<file path="config.mk">
export PLATFORM = sky130hd
export DESIGN_NAME = cu_fsm_mc
export DESIGN_NICKNAME = d
export VERILOG_FILES = /design/src/rtl/cu_fsm_mc.sv
export SDC_FILE = /design/constraint.sdc
export NUM_CORES = 1
export LEC_CHECK = 0
export ABC_AREA = 1
export ABC_CLOCK_PERIOD_IN_PS = 3300
export CORE_MARGIN = 3
export CORE_UTILIZATION = 40
export CTS_BUF_LIST = sky130_fd_sc_hd__clkbuf_2 sky130_fd_sc_hd__clkbuf_4 sky130_fd_sc_hd__clkbuf_8
export CTS_CLUSTER_SIZE = 28
export DETAILED_ROUTE_END_ITERATION = 7
export PLACE_DENSITY = 0.87
export SYNTH_ARGS = -nofsm -noshare
export SYNTH_HDL_FRONTEND = slang
export SYNTH_SLANG_ARGS = --single-unit
</file>
<file path="constraint.sdc">
create_clock -name CLK -period 3.3 [get_ports CLK]
set_clock_uncertainty 0.2 [all_clocks]
set_input_delay 0.825 -clock CLK [delete_from_list [all_inputs] [get_ports CLK]]
set_output_delay 0.825 -clock CLK [all_outputs]
set_load 0.005 [all_outputs]
</file>
<file path="src/rtl/cu_fsm_mc.sv">
`default_nettype none
// ============================================================================
//  Module   : cu_fsm_mc
//  Purpose  : Multicycle control unit for the RV32 core. Sequences
//             fetch / execute / load / store / writeback with a memReady
//             handshake, a memory wait timeout that raises a bus-error trap,
//             interrupt entry, CSR-write decode and an MRET strobe.
//  Ports    : CLK, RST (sync, active high)
//             INT, intEn          - interrupt request / global enable
//             ir, csrStuff        - opcode and funct3 of current instruction
//             memReady            - shared memory acknowledge
//             pcWrite, regWrite, memWrite, memRead1, memRead2, csrWrite,
//             intTaken, mretTaken, busErr, execute - datapath enables
//             instret             - retired-instruction counter
//  Options  : CU_FSM_INSTRET_EN - when defined, instret counts retired
//             non-trap instructions; otherwise it is tied to zero.
//  Revision : 1.0 - initial release
// ============================================================================
module cu_fsm_mc #(
  parameter int OPCODE_W    = 7,
  parameter int MEM_TIMEOUT = 15,
  parameter int CNT_W       = $clog2(MEM_TIMEOUT + 1)
) (
  input  logic                CLK,
  input  logic                RST,
  input  logic                INT,
  input  logic                intEn,
  input  logic [OPCODE_W-1:0] ir,
  input  logic [2:0]          csrStuff,
  input  logic                memReady,
  output logic                pcWrite,
  output logic                regWrite,
  output logic                memWrite,
  output logic                memRead1,
  output logic                memRead2,
  output logic                csrWrite,
  output logic                intTaken,
  output logic                mretTaken,
  output logic                busErr,
  output logic                execute,
  output logic [31:0]         instret
);

  // A zero timeout yields a zero-width counter; keep at least one bit.
  localparam int c_cnt_w = (CNT_W < 1) ? 1 : CNT_W;

  localparam logic [2:0] c_fetch     = 3'd0;
  localparam logic [2:0] c_execute   = 3'd1;
  localparam logic [2:0] c_load      = 3'd2;
  localparam logic [2:0] c_store     = 3'd3;
  localparam logic [2:0] c_writeback = 3'd4;
  localparam logic [2:0] c_interrupt = 3'd5;
  localparam logic [2:0] c_buserr    = 3'd6;

  localparam logic [OPCODE_W-1:0] c_op_store  = OPCODE_W'(7'b0100011);
  localparam logic [OPCODE_W-1:0] c_op_load   = OPCODE_W'(7'b0000011);
  localparam logic [OPCODE_W-1:0] c_op_branch = OPCODE_W'(7'b1100011);
  localparam logic [OPCODE_W-1:0] c_op_system = OPCODE_W'(7'b1110011);

  localparam logic [c_cnt_w-1:0] c_tmo_max = c_cnt_w'(MEM_TIMEOUT);
  localparam logic [c_cnt_w-1:0] c_tmo_m1  = c_cnt_w'(MEM_TIMEOUT - 1);

  logic [2:0]         r_ps;
  logic [2:0]         w_ns;
  logic [c_cnt_w-1:0] r_wait_cnt;
  logic               w_timeout;
  logic               w_wait_state;

  // Timeout fires on the last allowed wait cycle; an acknowledge in the
  // same cycle takes precedence.
  assign w_timeout    = (MEM_TIMEOUT != 0) && (r_wait_cnt == c_tmo_m1) && !memReady;
  assign w_wait_state = (r_ps == c_fetch) || (r_ps == c_load) || (r_ps == c_store);

  always_comb begin
    w_ns      = r_ps;
    pcWrite   = 1'b0;
    regWrite  = 1'b0;
    memWrite  = 1'b0;
    memRead1  = 1'b0;
    memRead2  = 1'b0;
    csrWrite  = 1'b0;
    intTaken  = 1'b0;
    mretTaken = 1'b0;
    busErr    = 1'b0;
    execute   = 1'b0;
    case (r_ps)
      c_fetch: begin
        memRead1 = 1'b1;
        if (memReady) begin
          execute = 1'b1;
          w_ns    = c_execute;
        end else if (w_timeout) begin
          w_ns = c_buserr;
        end
      end
      c_execute: begin
        if (INT && intEn) begin
          intTaken = 1'b1;
          w_ns     = c_interrupt;
        end else if (ir == c_op_store) begin
          memWrite = 1'b1;
          w_ns     = c_store;
        end else if (ir == c_op_load) begin
          memRead2 = 1'b1;
          w_ns     = c_load;
        end else if (ir == c_op_branch) begin
          pcWrite = 1'b1;
          w_ns    = c_fetch;
        end else if (ir == c_op_system) begin
          pcWrite   = 1'b1;
          csrWrite  = (csrStuff[1:0] != 2'b00);
          mretTaken = (csrStuff == 3'b000);
          w_ns      = c_fetch;
        end else begin
          regWrite = 1'b1;
          pcWrite  = 1'b1;
          w_ns     = c_fetch;
        end
      end
      c_store: begin
        // The request stays up through the timeout cycle; only the
        // completion enables are withheld.
        memWrite = 1'b1;
        if (memReady) begin
          pcWrite = 1'b1;
          w_ns    = c_fetch;
        end else if (w_timeout) begin
          w_ns = c_buserr;
        end
      end
      c_load: begin
        memRead2 = 1'b1;
        if (memReady) begin
          w_ns = c_writeback;
        end else if (w_timeout) begin
          w_ns = c_buserr;
        end
      end
      c_writeback: begin
        regWrite = 1'b1;
        pcWrite  = 1'b1;
        w_ns     = c_fetch;
      end
      c_interrupt: begin
        intTaken = 1'b1;
        pcWrite  = 1'b1;
        w_ns     = c_fetch;
      end
      c_buserr: begin
        busErr   = 1'b1;
        intTaken = 1'b1;
        pcWrite  = 1'b1;
        w_ns     = c_fetch;
      end
      default: begin
        w_ns = c_fetch;
      end
    endcase
  end

  always_ff @(posedge CLK) begin
    if (RST) begin
      r_ps       <= c_fetch;
      r_wait_cnt <= '0;
    end else begin
      r_ps <= w_ns;
      if (w_ns != r_ps) begin
        r_wait_cnt <= '0;
      end else if (w_wait_state && !memReady && (r_wait_cnt != c_tmo_max)) begin
        r_wait_cnt <= r_wait_cnt + c_cnt_w'(1);
      end
    end
  end

`ifdef CU_FSM_INSTRET_EN
  logic [31:0] r_instret;
  logic        w_retire;

  // Only ordinary completions retire; trap states also raise pcWrite but
  // must not be counted.
  assign w_retire = pcWrite &&
                    ((r_ps == c_execute) || (r_ps == c_store) || (r_ps == c_writeback));

  always_ff @(posedge CLK) begin
    if (RST) begin
      r_instret <= 32'h0;
    end else if (w_retire) begin
      r_instret <= r_instret + 32'h1;
    end
  end

  assign instret = r_instret;
`else
  assign instret = 32'h0;
`endif

endmodule
`default_nettype wire

</file>
=== Yosys cells after proc, flatten, opt, wreduce, memory -nomap -nowiden ===
Index checks and enable logic that the tools add are counted.

* Output and inout port bits: 42
* Bits in registers: 7
* Logic and storage cells: 72

* Reduce and logical (&&, ||, !) cells: 13
* Add/sub/neg operators: 1
* Equality and inequality tests: 13
* Mux-type cells: 43

{| class="wikitable"
|+ Operators by type and width
! cell !! number
|-
| 1-bit 2-to-1 mux || 30
|-
| 3-bit 2-to-1 mux || 5
|-
| 7-bit == test (second input constant) || 2
|-
| 3-bit case mux with 4 select lines || 1
|-
| 3-bit == test (second input constant) || 3
|-
| 1-bit case mux with 2 select lines || 4
|-
| 7-bit by 2-bit == test with 1-bit output (second input constant) || 1
|-
| 7-bit by 6-bit == test with 1-bit output (second input constant) || 1
|-
| 3-bit by 2-bit == test with 1-bit output (second input constant) || 2
|-
| 3-bit zero test || 2
|-
| 4-bit by 1-bit adder with 4-bit output (second input constant) || 1
|-
| 4-bit == test (second input constant) || 1
|-
| 1-bit logical AND || 4
|-
| 2-bit 2-to-1 mux || 2
|-
| 4-bit != test (second input constant) || 1
|-
| 2-bit OR reduction || 2
|-
| 3-bit by 1-bit == test with 1-bit output (second input constant) || 1
|-
| 3-bit != test || 1
|-
| 1-bit case mux with 3 select lines || 1
|-
| 3-bit OR reduction || 1
|-
| 1-bit logical OR || 2
|-
| 2-bit nonzero test || 1
|-
| 1-bit zero test || 1
|}

=== Depth between registers and ports, before layout ===
Gate-level depths: netlist (run 1).

* Depth after elaboration: 7
* Mapped depth: 11
* Depth with buffers taken out: 11

=== Worst setup path before layout (run 1) ===
OpenSTA, ideal clock, no wires.

* Kind: input to output
* Start: in ir[2]
* End: out mretTaken
* Cell stages on the path: 7
* Path slack: 0.690 ns
* Data required time: 2.275 ns
* Arrival: 1.585 ns
* Path through: inv_1 nand2_1 nor2_1 nand2_1 nor3_1 nand2_1 nor4_1

* Word-level cells in the longest chain between the ends: 7
* Elaborated cells on any way between the ends: 10
* Those cells by class: eq/ne: 4; mux: 6

{| class="wikitable"
|+ Ends and longest elaborated chain
! element !! RTL line !! RTL
|-
| start, declared || 28 || <nowiki>input logic [OPCODE_W-1:0] ir,</nowiki>
|-
| 7-bit == test || 109 || <nowiki>end else if (ir == c_op_system) begin</nowiki>
|-
| 1-bit 2-to-1 mux || 109 ||
|-
| 1-bit 2-to-1 mux || 106 || <nowiki>end else if (ir == c_op_branch) begin</nowiki>
|-
| 1-bit 2-to-1 mux || 103 || <nowiki>end else if (ir == c_op_load) begin</nowiki>
|-
| 1-bit 2-to-1 mux (*) || 100 || <nowiki>end else if (ir == c_op_store) begin</nowiki>
|-
| 1-bit 2-to-1 mux (*) || 97 || <nowiki>if (INT && intEn) begin</nowiki>
|-
| 1-bit 2-to-1 mux (*) || 86 || <nowiki>case (r_ps)</nowiki>
|-
| end, declared || 38 || <nowiki>output logic mretTaken,</nowiki>
|}

Mark *: on every way between the ends. The rest lies on a longest branch, timed or not.

=== Worst setup path after layout (run 1) ===
* Start: in ir[4]
* End: out mretTaken

The elaborated chain is that of the path after synthesis.

==> results of run 1 <==
[final cells by class]
class | count | area (sq um) | share of cell area
Sequential cell | 7 | 140 | 0.116
Inverter | 23 | 86.3 | 0.0712
Clock buffer | 4 | 30.0 | 0.0248
Timing Repair Buffer | 38 | 353 | 0.291
Tap cell | 27 | 33.8 | 0.0279
Multi-Input combinational cell | 119 | 569 | 0.470
[per-stage QoR]
step / setup slack (ps) / hold WS [ps] / util
floorplan: 690 / 302 / -
global placement: -259 / 320 / 0.559
detailed placement: -325 / 333 / 0.559
CTS: 9.87 / 340 / 0.573
global route: -51.9 / 406 / 0.594
finish: 82.5 / 345 / 0.594
[metal layers]
| layer | part of all wire | global-route usage | routed length, um | vias up |
|---|---|---|---|---|
| met5 | 0 | 0 | 0 | - |
| met4 | 0.0073 | 0.0766 | 14 | 0 |
| met3 | 0.11 | 0.0169 | 208 | 2 |
| met2 | 0.49 | 0.233 | 939 | 43 |
| met1 | 0.39 | 0.165 | 758 | 379 |
| li1 | - | - | - | 485 |
[worst max path at each step]
stage          slack [ps]   endpoint  cells past startpoint  startpoint
3_3_place_gp         -260  mretTaken                      8       ir[1]
5_1_grt               -50  mretTaken                     10       ir[4]
6_report               80  mretTaken                     10       ir[4]
2_1_floorplan         690  mretTaken                      7       ir[2]
4_1_cts                10  mretTaken                     10       ir[4]
3_5_place_dp         -330  mretTaken                      8       ir[1]
[where the power goes]
part	internal (W)	switching, W
registers	0.0000879	0.00000554
clock network	0.0000541	0.0000280
logic	0.0000461	0.0000492
[timing repair]
| action | CTS | global route |
|---|---|---|
| pin swaps | 1 | 2 |
| setup endpoints to repair | 6 | 6 |
| hold buffers | 0 | 0 |
| resized for setup | 7 | 15 |
[logic make-up after synthesis]
| group | share of synthesized area |
|---|---|
| simple gates | 0.333 |
| buf+inv | 0.372 |
| compound gates | 0.0758 |
| flops | 0.157 |
| xor+xnor | 0.0295 |
| fa+ha+maj | 0.0281 |
| other cells | 0.00421 |
[cells in the final DEF (no fill, tap or decap), drive strengths merged]
cell,synthesis,layout
xnor2,1,1
conb,1,32
o221ai,1,1
dlygate4sd2,0,4
buf,33,14
dlymetal6s2s,0,5
xor2,2,2
ha,2,2
nor3,3,3
inv,23,23
clkdlybuf4s15,0,1
nand3,12,12
a21oi,5,5
clkdlybuf4s50,0,14
o21ai,6,6
dfxtp,7,7
nor4,1,1
nor2,24,24
clkbuf,0,4
nand4,2,2
nand2,28,28
[sequential cells by signal (all words and copies together) (netlist names)]
register    flops
r_wait_cnt      4
r_ps            3
[critical path, cell delays in order]
cell and delay, ps:
clkdlybuf4s50_1 450, inv_1 60, nand2_1 90, nor2_2 40
nand2_1 60, o21ai_1 70, nor2_1 120, nand2_1 90
nor4_2 140, clkdlybuf4s15_1 230
==> results.toml, run 1 <==
[setup_path]
timing.rr.end = "r_wait_cnt[3]$_SDFFE_PP0P_"
rrSetupSlack_ps = 1450
worst_setup_path_start_kind = "input pin"
worst_ep_arrival_time_ps = 2190
critical_path.max_fanout = 3
required_ps = 2270
launch_point_of_the_worst_reg_to_reg_path = "r_ps[0]$_SDFF_PP0_"
crit_path_end_kind = "output port"
critPathKind = "input pin to output port"
worstRegToRegCells = 10

[cts]
tritoncts.num_buffers = 3
clk_path_buf_depth = 2
clock-root-buffer = "clkbuf_4"
post_cts_clock_slew_at_the_launch_and_capture_registers_of_the_worst_setup_and_hold_paths_ps = 50
tritoncts = "built"
numClockSinks = 7
worstSkewPairLatency_ps = 240
htreeDepth = 1
cts_post_setup_buffers_inserted = 0

[min_path]
hold_class = "flip-flop to flip-flop"
worstHoldEndpoint = "r_wait_cnt[3]$_SDFFE_PP0P_"
timing.hold.worst_path_depth = 3
hp-start = "r_wait_cnt[3]$_SDFFE_PP0P_"

[finish]
drive_gt1_frac = 0.178
num-fill-cells = 196
final_std_cells_w_o_fill = 218
design.final.nets = 209
antennaDiodeCount = 0
area_growth_syn_to_layout_pct = 36.1
postLayoutCellArea_sq_um = 1210

[synth]
postSynth.asyncResetShare = 0
synth-warning-count = 0
synth_top_area_frac = 0.270
syn_area_sq_um = 891
yosys.cell_count.top_type = "buf_4"
yosys_register_bits = 7
syn_avg_cell_area_sq_um = 5.90
synth_sequential_area_ratio = 0.157
synth.cells.most_frequent = "buf_4, nand2_1, nor2_1, inv_1, nand3_1"
synthCells = 151
ys_top_cells_by_area = "buf_4, dfxtp_1, nand2_1"
yosysUniqueCellTypes = 22
post-synth-top-area-cell = "buf_4"
yosys_most_used_dff = "dfxtp_1"
synth-edff-count = 0

[global_routing]
global_route.usage.total = 0.138
grt_start_max_net_pins = 9
grt_pass1_vias = 714
grt_overflow_total = 0
initial_antenna_violation_count = 0
grt_first_pass_wirelength_um = 2830

[pwr]
total_power_w = 0.000271
leakage_nw = 0.705
cellPowerDensity_nw_per_um2 = 223
ir_drop_v = 0.000185

[placed_design]
detailed_place_hpwl_um = 1590
post-place-cells = 214
gp_congestion = 0.845
io_buffers = 24
postPlaceCellArea_sq_um = 1140

[detailed_routing]
wl_per_cell_um = 8.81
detail_route.first_pass.iterations = 4
via_count = 909
routed_wire_length_um = 1920
drtAntennaViolNets = 0
drt_iter0_drc = 19
avgViaCountPerCell = 4.17
drc = 0

[timing]
max_freq_mhz = 311
final_hold_viol_count = 0
fin_crit_sh = 0.975
setup_viol = 0
post-route-min-period_ps = 3220
fin_setup_tns_ps = 0
unrepaired_setup_endpoints_after_global_routing = "true"
maxSlewViolCount = 0

[die]
placeableCoreArea_sq_um = 2040
fp.dieH_um = 53.2
die_width_um = 53.2
design.portCount = 57
die_area_sq_um = 2830
floorplan.initialDensity = 0.436
row_count = 16

[flow_run]
maxCapViolations = 0

[status]
outcome = "completed"
Note: power is estimated with default switching activity, not from simulation.
==> run 2, diff against run 1 <==
Settings changed: CORE_MARGIN 3 to not set.
==> run 2 against run 1 <==
  * Final area grew 0.52%
  * Via count rose by 4.2%
  * Maximum frequency decreased by 0.78%
  * Global-route usage grew 2.2 points
  * Worst setup slack lost 25 ps
  * Sequential share of layout area decreased by 0.059 points
  * Cell count up 0.46%
  * Flip-flop and latch count did not move
  * Critical path type unchanged
==> results.toml, run 2 (synthesis gave the netlist of run 1 again) <==
[setup_path]
cp_num_buf_inv = 4
worstPathCellList = "clkdlybuf4s50_1 > inv_1 > nand2_2 > nor2_4 > nand2_1 > o21ai_1 > nor2_1 > buf_4 > nand2_2 > nor4_2 > buf_2"
critPathKind = "input pin to output port"
crit_path_end_kind = "output port"
critical-path-top-delay-family = "buffers and inverters"
worst_path_largest_cell_delay_ps = 480
crit_path_frequent_cell = "nand2_2"
critical-path-slowest-cell = "clkdlybuf4s50_1"
critical_path.max_fanout = 3
required_ps = 2270
worst_ep_arrival_time_ps = 2220
worst_setup_path_start_kind = "input pin"

[placed_design]
post-place-cells = 214
detailed_place_hpwl_um = 1510
io_buffers = 24
gp_congestion = 0.854
postPlaceCellArea_sq_um = 1140

[pwr]
p_sw_frac = 0.328
power.sequential.fraction = 0.348
leakage_nw = 0.688
cellPowerDensity_nw_per_um2 = 221
power.net_switching_w = 0.0000883
power_frac_clock = 0.284
comb_power_share = 0.368
internal_power_w = 0.000180
ir_drop_v = 0.000230
total_power_w = 0.000269

[timing]
post-route-min-period_ps = 3240
maxSlewViolCount = 0
max_freq_mhz = 308
setup_viol = 0
final_hold_viol_count = 0
fin_crit_sh = 0.983
fin_setup_tns_ps = 0

[detailed_routing]
drtAntennaViolNets = 0
wl_per_cell_um = 8.55
routed_wire_length_um = 1870
detailroute.wirelength.met3_um = 113
highest_layer = "met4"
met2WireLength_um = 959
met1_length_um = 780
drc = 0
drt_iter0_drc = 12
avgViaCountPerCell = 4.32
detail_route.first_pass.iterations = 4
via_count = 947

[finish]
antennaDiodeCount = 0
largestRegisters = "r_wait_cnt: 4 flops, r_ps: 3 flops"
leading_cell_types_in_the_layout_fill_and_taps_excluded = "conb_1, nand2_1, nor2_1, inv_1, clkdlybuf4s50_1"
mostFrequentLayoutCell = "conb_1"
num-fill-cells = 206
final_std_cells_w_o_fill = 219
area_growth_syn_to_layout_pct = 36.8
postLayoutCellArea_sq_um = 1220
design.final.nets = 210
largest_register = "r_wait_cnt"
drive_gt1_frac = 0.203
flip_flop_count_of_the_largest_register_all_copies_and_words_added = 4

[cts]
worstSkewPairLatency_ps = 250
tritoncts = "built"
post_cts_clock_slew_at_the_launch_and_capture_registers_of_the_worst_setup_and_hold_paths_ps = 50
numClockSinks = 7
clock-root-buffer = "clkbuf_4"
tritoncts.num_buffers = 3
htreeDepth = 1
clk_path_buf_depth = 2

[global_routing]
grt_start_max_net_pins = 9
grt_pass1_vias = 781
initial_antenna_violation_count = 0
global_route.usage.total = 0.160
grt_overflow_total = 0
grt_first_pass_wirelength_um = 3000

[die]
placeableCoreArea_sq_um = 2020
die_area_sq_um = 2420
fp.dieH_um = 49.2
floorplan.initialDensity = 0.441
design.portCount = 57
row_count = 16
die_width_um = 49.2

[status]
outcome = "completed"

[flow_run]
maxCapViolations = 0

[min_path]
hold_class = "flip-flop to flip-flop"
==> run 2: cell types whose count changed in the layout (fill, tap and decap cells not counted), moves of 2 or more <==
cell             delta
nor2_2              -2
clkdlybuf4s50_1     +3
dlymetal6s2s_1      -2
dlygate4sd2_1       -4
==> run 2: power groups by stage <==
| stage | registers (W) | logic [W] | clock network, W |
|---|---|---|---|
| 3_5_place_dp | 0.0000950 | 0.0000925 | 0 |
| 6_report | 0.0000934 | 0.0000990 | 0.0000763 |
| 5_1_grt | 0.0000943 | 0.000111 | 0.0000846 |
| 3_3_place_gp | 0.0000949 | 0.0000907 | 0 |
| 4_1_cts | 0.0000932 | 0.0000934 | 0.0000812 |
| 2_1_floorplan | 0.0000933 | 0.0000737 | 0 |
==> run 2: worst reg2reg max path, delay by kind of cell (launching register included) <==
kind	cells	cell delay [ps]
AND/OR/NAND/NOR	8	830
buffers and inverters	2	270
flip-flops	1	500
==> run 2: timing repair <==
item                                    4_1_cts  5_1_grt
setup buffers                                 1        0
pin swaps                                     1        5
hold buffers                                  0        0
endpoints found under the setup margin        6        7
gates resized for setup                       9       19
==> run 2: stage by stage <==
stage               utilization  hold slack (ps)  setup WS (ps)
finish                    0.603              362           57.2
global route              0.603              398          -58.0
CTS                       0.585              362          -47.5
detailed placement        0.564              355           -294
global placement          0.564              324           -254
floorplan                     -              302            690
==> run 2: layout make-up <==
class / count / area, sq um / share of cell area
tap: 27 / 33.8 / 0.0277
sequential: 7 / 140 / 0.115
clock buffer: 3 / 22.5 / 0.0185
inverter: 23 / 86.3 / 0.0708
clock inverter: 1 / 5.00 / 0.00411
timing repair buffer: 39 / 350 / 0.287
multi-input combinational: 119 / 581 / 0.476
==> run 2: worst paths after layout <==
check | startpoint | to | slack [ps] | cells after the start
worst min register to register | r_wait_cnt[2]$_SDFFE_PP0P_ | r_wait_cnt[2]$_SDFFE_PP0P_ | 360 | 3
worst max register to register | r_ps[0]$_SDFF_PP0_ | r_wait_cnt[3]$_SDFFE_PP0P_ | 1440 | 10
worst min-delay path | r_wait_cnt[2]$_SDFFE_PP0P_ | r_wait_cnt[2]$_SDFFE_PP0P_ | 360 | 3
worst max-delay path | ir[3] | mretTaken | 60 | 11
==> run 2: routing by layer <==
metal  up-vias  track usage
met5         -            0
met1       417        0.169
li1        486            -
met3         2       0.0156
met4         0       0.0833
met2        42        0.304
==> run 3, diff against run 2 <==
Settings changed: SETUP_SLACK_MARGIN set to 0.5.
==> run 3 against run 2 <==
  * Clock power hardly changed
  * Flip-flop and latch count stayed put
  * Cell count is 2.3% higher
  * Die area stayed put
  * Combinational power is 16% higher
  * Global-route usage is 1.9 points higher
  * Worst setup slack better by 400 ps
  * Via count is 5.5% higher
  * First-iteration DRC count is 92% higher
  * Clock-buffer cell count stayed put
  * Worst hold slack worse by 1.5 ps
  * Routed wire length is 29% higher
==> results.toml, run 3 (synthesis gave the netlist of run 1 again) <==
[finish]
design.final.nets = 215
num-fill-cells = 195
largest_register = "r_wait_cnt"
flip_flop_count_of_the_largest_register_all_copies_and_words_added = 4
final_std_cells_w_o_fill = 224
largestRegisters = "r_wait_cnt: 4 flops, r_ps: 3 flops"
antennaDiodeCount = 0
drive_gt1_frac = 0.365
leading_cell_types_in_the_layout_fill_and_taps_excluded = "conb_1, nand2_1, buf_4, nor2_1, inv_1"
mostFrequentLayoutCell = "conb_1"
postLayoutCellArea_sq_um = 1310
area_growth_syn_to_layout_pct = 46.6

[detailed_routing]
wl_per_cell_um = 10.8
drt_iter0_drc = 23
avgViaCountPerCell = 4.46
drc = 0
drtAntennaViolNets = 0
routed_wire_length_um = 2420
via_count = 999
detail_route.first_pass.iterations = 4

[placed_design]
postPlaceCellArea_sq_um = 1140
gp_congestion = 0.854
detailed_place_hpwl_um = 1510
io_buffers = 24
post-place-cells = 214

[setup_path]
worst_setup_path_start_kind = "input pin"
crit_path_end_kind = "output port"
critical_path.max_fanout = 3
worst_ep_arrival_time_ps = 1820
required_ps = 2270
critPathKind = "input pin to output port"

[die]
design.portCount = 57
fp.dieH_um = 49.2
placeableCoreArea_sq_um = 2020
die_width_um = 49.2
die_area_sq_um = 2420
row_count = 16
floorplan.initialDensity = 0.441

[cts]
tritoncts = "built"
tritoncts.num_buffers = 3
clock-root-buffer = "clkbuf_4"
worstSkewPairLatency_ps = 250
post_cts_clock_slew_at_the_launch_and_capture_registers_of_the_worst_setup_and_hold_paths_ps = 50
cts_hold_buffers = 0
htreeDepth = 1
numClockSinks = 7
clk_path_buf_depth = 2

[global_routing]
gr_util_met2 = 0.336
gr-usage-met1 = 0.185
grt.busiest_layer = "met2"
global_route.usage.met3 = 0.0156
global_route.usage.total = 0.178
grt_first_pass_wirelength_um = 3360
grt_overflow_total = 0
initial_antenna_violation_count = 0
grt_start_max_net_pins = 9
grt_pass1_vias = 881

[timing]
fin_crit_sh = 0.861
setup_viol = 0
final_hold_viol_count = 0
max_freq_mhz = 352
unrepaired_setup_endpoints_after_global_routing = "true"
post-route-min-period_ps = 2840
maxSlewViolCount = 0

[min_path]
hold_class = "flip-flop to flip-flop"

[status]
outcome = "completed"

[pwr]
ir_drop_v = 0.000231
leakage_nw = 0.715
cellPowerDensity_nw_per_um2 = 218

[flow_run]
maxCapViolations = 0
[run 3: path summary, 6_finish.rpt]
kind | slack, ps | end | depth (start not counted) | from
min | 360 | r_wait_cnt[2]$_SDFFE_PP0P_ | 3 | r_wait_cnt[2]$_SDFFE_PP0P_
min reg2reg | 360 | r_wait_cnt[2]$_SDFFE_PP0P_ | 3 | r_wait_cnt[2]$_SDFFE_PP0P_
max reg2reg | 1390 | r_wait_cnt[3]$_SDFFE_PP0P_ | 11 | r_ps[2]$_SDFF_PP0_
max | 460 | mretTaken | 10 | ir[4]
[run 3: cell type report]
cell class | count | area [sq um] | share of cell area
timing repair buffer | 44 | 349 | 0.267
tap | 27 | 33.8 | 0.0259
sequential | 7 | 141 | 0.108
multi-input combinational | 119 | 666 | 0.510
clock buffer | 3 | 22.5 | 0.0172
clock inverter | 1 | 5.00 | 0.00383
inverter | 23 | 88.8 | 0.0680
[run 3: power breakdown]
part           internal, W  switching (W)
Clock            0.0000442      0.0000321
Sequential       0.0000880     0.00000596
Combinational    0.0000518      0.0000632
[run 3: critical path: stages]
cell and delay [ps]:
buf_6 100, inv_4 80, nand2_4 60, buf_4 120
buf_4 120, buf_4 120, buf_4 130, nor2_4 100
nor4_2 50, buf_2 120
[run 3: routing by layer]
layer,vias up,part of all wire,wire length (um)
li1,497,-,-
met4,0,0.014,33
met3,4,0.060,145
met2,54,0.55,1340
met5,-,0,0
met1,444,0.37,900
[run 3: metrics by stage]
step	setup TNS, ps	util	hold slack (ps)	power (W)	setup WS, ps
2_1_floorplan	0	-	302	0.000167	690
5_1_grt	0	0.646	398	0.000305	422
3_5_place_dp	-903	0.564	355	0.000187	-294
3_3_place_gp	-803	0.564	324	0.000186	-254
6_report	0	0.646	361	0.000285	459
4_1_cts	0	0.595	362	0.000271	381
[run 3: what timing repair did]
action                                 CTS  global route
resized for setup                       63            42
setup endpoints to repair                8             7
endpoints found under the hold margin    0             0
pin swaps                               14            14
buffers inserted                         6             0
